==> config.mk <==
export PLATFORM = sky130hd
export DESIGN_NAME = param_lifo_stack
export DESIGN_NICKNAME = d
export VERILOG_FILES = /design/src/rtl/param_lifo_stack.sv
export SDC_FILE = /design/constraint.sdc
export NUM_CORES = 1
export LEC_CHECK = 0
export BUFFER_PORTS_ARGS = -buffer_cell sky130_fd_sc_hd__buf_2
export CORE_MARGIN = 5
export CORE_UTILIZATION = 36
export DETAILED_ROUTE_END_ITERATION = 8
export GPL_TIMING_DRIVEN = 0
export MAX_ROUTING_LAYER = met4
export PLACE_DENSITY = 0.63
export SYNTH_ARGS = -nofsm -noshare
export SYNTH_HDL_FRONTEND = slang
export SYNTH_SLANG_ARGS = --single-unit
==> constraint.sdc <==
create_clock -name clk -period 9.6 [get_ports clk]
set_input_delay 0.48 -clock clk [delete_from_list [all_inputs] [get_ports clk]]
set_output_delay 0.48 -clock clk [all_outputs]
set_load 0.01 [all_outputs]
==> src/rtl/param_lifo_stack.sv <==
// LIFO stack on a circular buffer: top pointer plus entry count, registered pop
// result with valid strobe, live top peek, sticky error flags and optional overwrite-oldest mode.
module param_lifo_stack #(
    parameter int unsigned DATA_W    = 32,
    parameter int unsigned DEPTH     = 16,
    parameter bit          WRAP_MODE = 1'b0,
    localparam int unsigned CNT_W    = $clog2(DEPTH + 1)
) (
    input  logic              clk,
    input  logic              rst,
    input  logic              push,
    input  logic              pop,
    input  logic [DATA_W-1:0] din,
    input  logic              err_clr,
    output logic [DATA_W-1:0] pop_data,
    output logic              pop_valid,
    output logic [DATA_W-1:0] top,
    output logic [CNT_W-1:0]  count,
    output logic              empty,
    output logic              full,
    output logic              overflow,
    output logic              underflow,
    output logic              wrapped
);

    localparam int unsigned       PTR_W    = (DEPTH > 1) ? $clog2(DEPTH) : 1;
    localparam logic [PTR_W-1:0]  PTR_MAX  = PTR_W'(DEPTH - 1);
    localparam logic [CNT_W-1:0]  CNT_FULL = CNT_W'(DEPTH);

    logic [DATA_W-1:0] mem [DEPTH];

    logic [PTR_W-1:0]  ptr_q, ptr_d;
    logic [CNT_W-1:0]  count_q, count_d;
    logic [DATA_W-1:0] pop_data_q, pop_data_d;
    logic              pop_valid_q, pop_valid_d;
    logic              overflow_q, underflow_q, wrapped_q;
    logic              set_ovf, set_udf, set_wrap;

    logic              mem_we;
    logic [PTR_W-1:0]  mem_waddr;

    logic [PTR_W-1:0]  top_idx;
    logic [PTR_W-1:0]  ptr_inc;
    logic              is_empty, is_full;
    logic [DATA_W-1:0] top_val;

    assign is_empty = (count_q == '0);
    assign is_full  = (count_q == CNT_FULL);
    assign top_idx  = (ptr_q == '0) ? PTR_MAX : ptr_q - PTR_W'(1);
    assign ptr_inc  = (ptr_q == PTR_MAX) ? '0 : ptr_q + PTR_W'(1);
    assign top_val  = mem[top_idx];

    always_comb begin
        ptr_d       = ptr_q;
        count_d     = count_q;
        pop_data_d  = pop_data_q;
        pop_valid_d = 1'b0;
        mem_we      = 1'b0;
        mem_waddr   = ptr_q;
        set_ovf     = 1'b0;
        set_udf     = 1'b0;
        set_wrap    = 1'b0;

        case ({push, pop})
            2'b10: begin
                if (!is_full) begin
                    mem_we  = 1'b1;
                    ptr_d   = ptr_inc;
                    count_d = count_q + CNT_W'(1);
                end else if (WRAP_MODE) begin
                    // When full, ptr sits on the oldest entry, so writing there drops it.
                    mem_we   = 1'b1;
                    ptr_d    = ptr_inc;
                    set_wrap = 1'b1;
                end else begin
                    set_ovf = 1'b1;
                end
            end
            2'b01: begin
                if (!is_empty) begin
                    pop_data_d  = top_val;
                    pop_valid_d = 1'b1;
                    ptr_d       = top_idx;
                    count_d     = count_q - CNT_W'(1);
                end else begin
                    set_udf = 1'b1;
                end
            end
            2'b11: begin
                pop_valid_d = 1'b1;
                if (!is_empty) begin
                    // Replace the top in place: depth and pointer do not move.
                    pop_data_d = top_val;
                    mem_we     = 1'b1;
                    mem_waddr  = top_idx;
                end else begin
                    pop_data_d = din;
                end
            end
            default: ;
        endcase
    end

    always_ff @(posedge clk) begin
        if (rst) begin
            ptr_q       <= '0;
            count_q     <= '0;
            pop_data_q  <= '0;
            pop_valid_q <= 1'b0;
            overflow_q  <= 1'b0;
            underflow_q <= 1'b0;
            wrapped_q   <= 1'b0;
        end else begin
            ptr_q       <= ptr_d;
            count_q     <= count_d;
            pop_data_q  <= pop_data_d;
            pop_valid_q <= pop_valid_d;
            overflow_q  <= (overflow_q & ~err_clr) | set_ovf;
            underflow_q <= (underflow_q & ~err_clr) | set_udf;
            wrapped_q   <= (wrapped_q & ~err_clr) | set_wrap;
        end
    end

    always_ff @(posedge clk) begin
        if (!rst && mem_we) begin
            mem[mem_waddr] <= din;
        end
    end

    assign pop_data  = pop_data_q;
    assign pop_valid = pop_valid_q;
    assign top       = is_empty ? '0 : top_val;
    assign count     = count_q;
    assign empty     = is_empty;
    assign full      = is_full;
    assign overflow  = overflow_q;
    assign underflow = underflow_q;
    assign wrapped   = wrapped_q;

endmodule

==> results.py <==
metrics = {
    "placement": {
        "gp_congestion": 0.933,
        "placed_area_um2": 24200,
        "io_buffer_count": 110,
        "dp_hpwl_um": 40500,
    },
    "floorplan": {
        "die_area_um2": 66600,
        "initial_core_util": 0.361,
        "core_region_area_um2": 61400,
        "die_w_um": 258,
        "row_count": 91,
        "die_h_um": 258,
        "pin_count": 112,
    },
    "finish": {
        "final_area_um2": 26000,
        "final_common_cell": "edfxtp_1",
        "regArea_um2": 16300,
        "final_cell_mix": "edfxtp_1 (512), buf_2 (132), mux4_2 (90)",
        "fin_nets": 1485,
        "multiInputGateArea_um2": 5570,
        "drive_gt1_frac": 0.242,
        "area_growth_pct": 17.1,
        "num-fill-cells": 5340,
    },
    "setup_path": {
        "worstPathArrival_ns": 4.96,
        "path_delay_family": "buffers and inverters",
        "critPathLaunchType": "flop",
        "crit_chain": "inv_1 -> clkbuf_1 -> ha_1 -> buf_2 -> nor2b_1 -> nand2_1 -> o21ai_0 -> clkbuf_1 -> a22oi_1 -> a21oi_1 -> buf_2",
        "crit_required_ns": 9.12,
        "critPathKind": "reg -> out",
        "cp_slowest_cell": "clkbuf_1",
        "setup.worst_path.end_class": "primary output",
        "crit_buf_inv": 5,
        "cp-startpoint": "ptr_q[0]",
        "r2r_start": "ptr_q[0]",
        "cp_max_fo": 10,
        "cpPeakStageDelay_ns": 0.66,
    },
    "clock_network": {
        "clock_path_buffers": 3,
        "cts_tree": "built",
        "postCtsSetupBuffers": 0,
        "clock_sinks": 557,
        "cts.clk_slew.worst_paths_ns": 0.06,
        "root_buffer": "clkbuf_16",
        "cts_buffers": 54,
        "htreeDepth": 2,
        "postCtsHoldBufs": 0,
        "post_cts_resized": 0,
        "clock_latency_ns": 0.63,
    },
    "hold_path": {
        "hold_path_class": "in -> reg",
        "min-delay-start": "err_clr",
    },
    "grt": {
        "grt_max_degree": 22,
        "track_usage": 0.187,
        "grt_pass1_wl_um": 89800,
        "antenna_found_initial": 4,
        "gr-total-overflow": 0,
        "grt_pass1_vias": 13100,
    },
    "synthesis": {
        "yosysTopAreaCell": "edfxtp_1",
        "syn-num-nets": 1303,
        "async_reset_ff_frac": 0,
        "avgSynthCellArea_um2": 17.6,
        "yosysTopAreaCellShare": 0.694,
        "ys_ff_latch": 557,
        "yosysUniqueCellTypes": 69,
        "synthFlopType": "edfxtp_1",
        "synth_edf_count": 512,
        "synth_seq_area_share": 0.734,
        "syn_area_um2": 22200,
        "yosys_warnings": 0,
        "synthTopCellsByArea": "edfxtp_1 (69%), mux4_2 (9.1%), dfxtp_1 (4.1%)",
        "synth_cells": 1260,
    },
    "sta": {
        "grt_setup_unrepaired": "false",
        "slew_headroom": 0.0556,
        "period_share": 0.566,
        "tns_ns": 0,
        "slew_violations": 0,
        "fin_skew_ns": 0.0143,
        "finalSetupViolations": 0,
        "hold_viol": 0,
        "worst-slew-pin-transition_ns": 1.41,
        "period_needed_ns": 5.44,
        "clock.fmax_mhz": 184,
    },
    "detailed_routing": {
        "wl_um": 61500,
        "drt_first_pass_iters": 6,
        "drtAntennaViolNets": 0,
        "vias": 13100,
        "via_per_inst": 5.74,
        "drc_errors": 0,
        "wl_per_cell_um": 27.0,
        "first_iter_violations": 1618,
    },
    "outcome": {
        "status": "finished, final reports clean",
    },
    "job": {
        "cap_violations": 0,
    },
    "power": {
        "powerDensity_nw_per_um2": 247,
        "p_leak_nw": 8.40,
        "ir_worst_vdd_mv": 0.145,
    },
}
## report_power, final
group          internal, mW  total, mW  switching, mW
combinational         0.524       1.53           1.00
clock                  1.19       2.12          0.925
sequential             2.73       2.78         0.0454
total                  4.45       6.42           1.97
## kinds of logic after synthesis
group	share of synthesized area
flip-flops	0.734
AO/OA/AOI/OAI	0.0906
AND/OR/NAND/NOR	0.0373
multiplexers	0.111
buffers and inverters	0.0199
XOR/XNOR	0.00316
adder cells (fa/ha/maj)	0.00373
## state kept, by name, indices dropped and copies added (netlist names)
signal	count
pop_valid	1
underflow	1
mem	512
overflow	1
count	5
ptr_q	4
wrapped	1
pop_data	32
## metrics by stage
| step | hold WS (ns) | std cells | utilization | total power [mW] | worst slack [ns] |
|---|---|---|---|---|---|
| final | 0.203 | 2280 | 0.423 | 6.42 | 4.16 |
| after global routing | 0.212 | 2280 | 0.423 | 6.67 | 4.08 |
| after CTS | 0.176 | 2277 | 0.423 | 6.45 | 4.33 |
| after detailed placement | 0.472 | 2176 | 0.394 | 4.34 | 4.62 |
| after global placement | 0.472 | 2160 | 0.386 | 4.31 | 2.80 |
| after floorplan | 0.512 | 1260 | - | 3.71 | 5.72 |
## synthesized netlist by cell type (all sizes together), types with 13 or more instances
cell type	count
nor3	13
o21ai	35
mux4	90
clkbuf	43
a31oi	16
buf	37
nand2	62
a21oi	62
dfxtp	45
a22oi	81
edfxtp	512
nor2	43
mux2i	33
inv	15
o2bb2ai	24
## cell type report
cell class / count / share of cell area
Antenna cell: 3 / 0.000289
Multi-Input combinational cell: 607 / 0.214
Sequential cell: 557 / 0.627
Buffer: 80 / 0.0147
Clock buffer: 67 / 0.0563
Inverter: 16 / 0.00231
Clock inverter: 34 / 0.0120
Tap cell: 790 / 0.0381
Timing Repair Buffer: 126 / 0.0350
## routing by layer
metal / up-vias / part of all wire / wire length, um / GRT usage
met2: 681 / 0.46 / 28200 / 0.284
met4: 0 / 0.025 / 1520 / 0.0494
met5: - / 0 / 0 / -
met1: 6747 / 0.42 / 25800 / 0.256
met3: 109 / 0.098 / 6010 / 0.0466
li1: 5545 / - / - / -
## final timing paths
kind	endpoint	slack (ns)	depth (start not counted)
worst max-delay path	top[30]	4.16	11
worst min-delay path	wrapped	0.20	3
worst max register to register	mem[14][10]	4.43	10
worst min register to register	wrapped	0.49	1
## tightest hold or removal path, delay by kind of cell
kind          cells  cell delay, ns
buf+inv           2            0.12
simple gates      1            0.17
No activity file was read; power rests on OpenSTA's default activity.
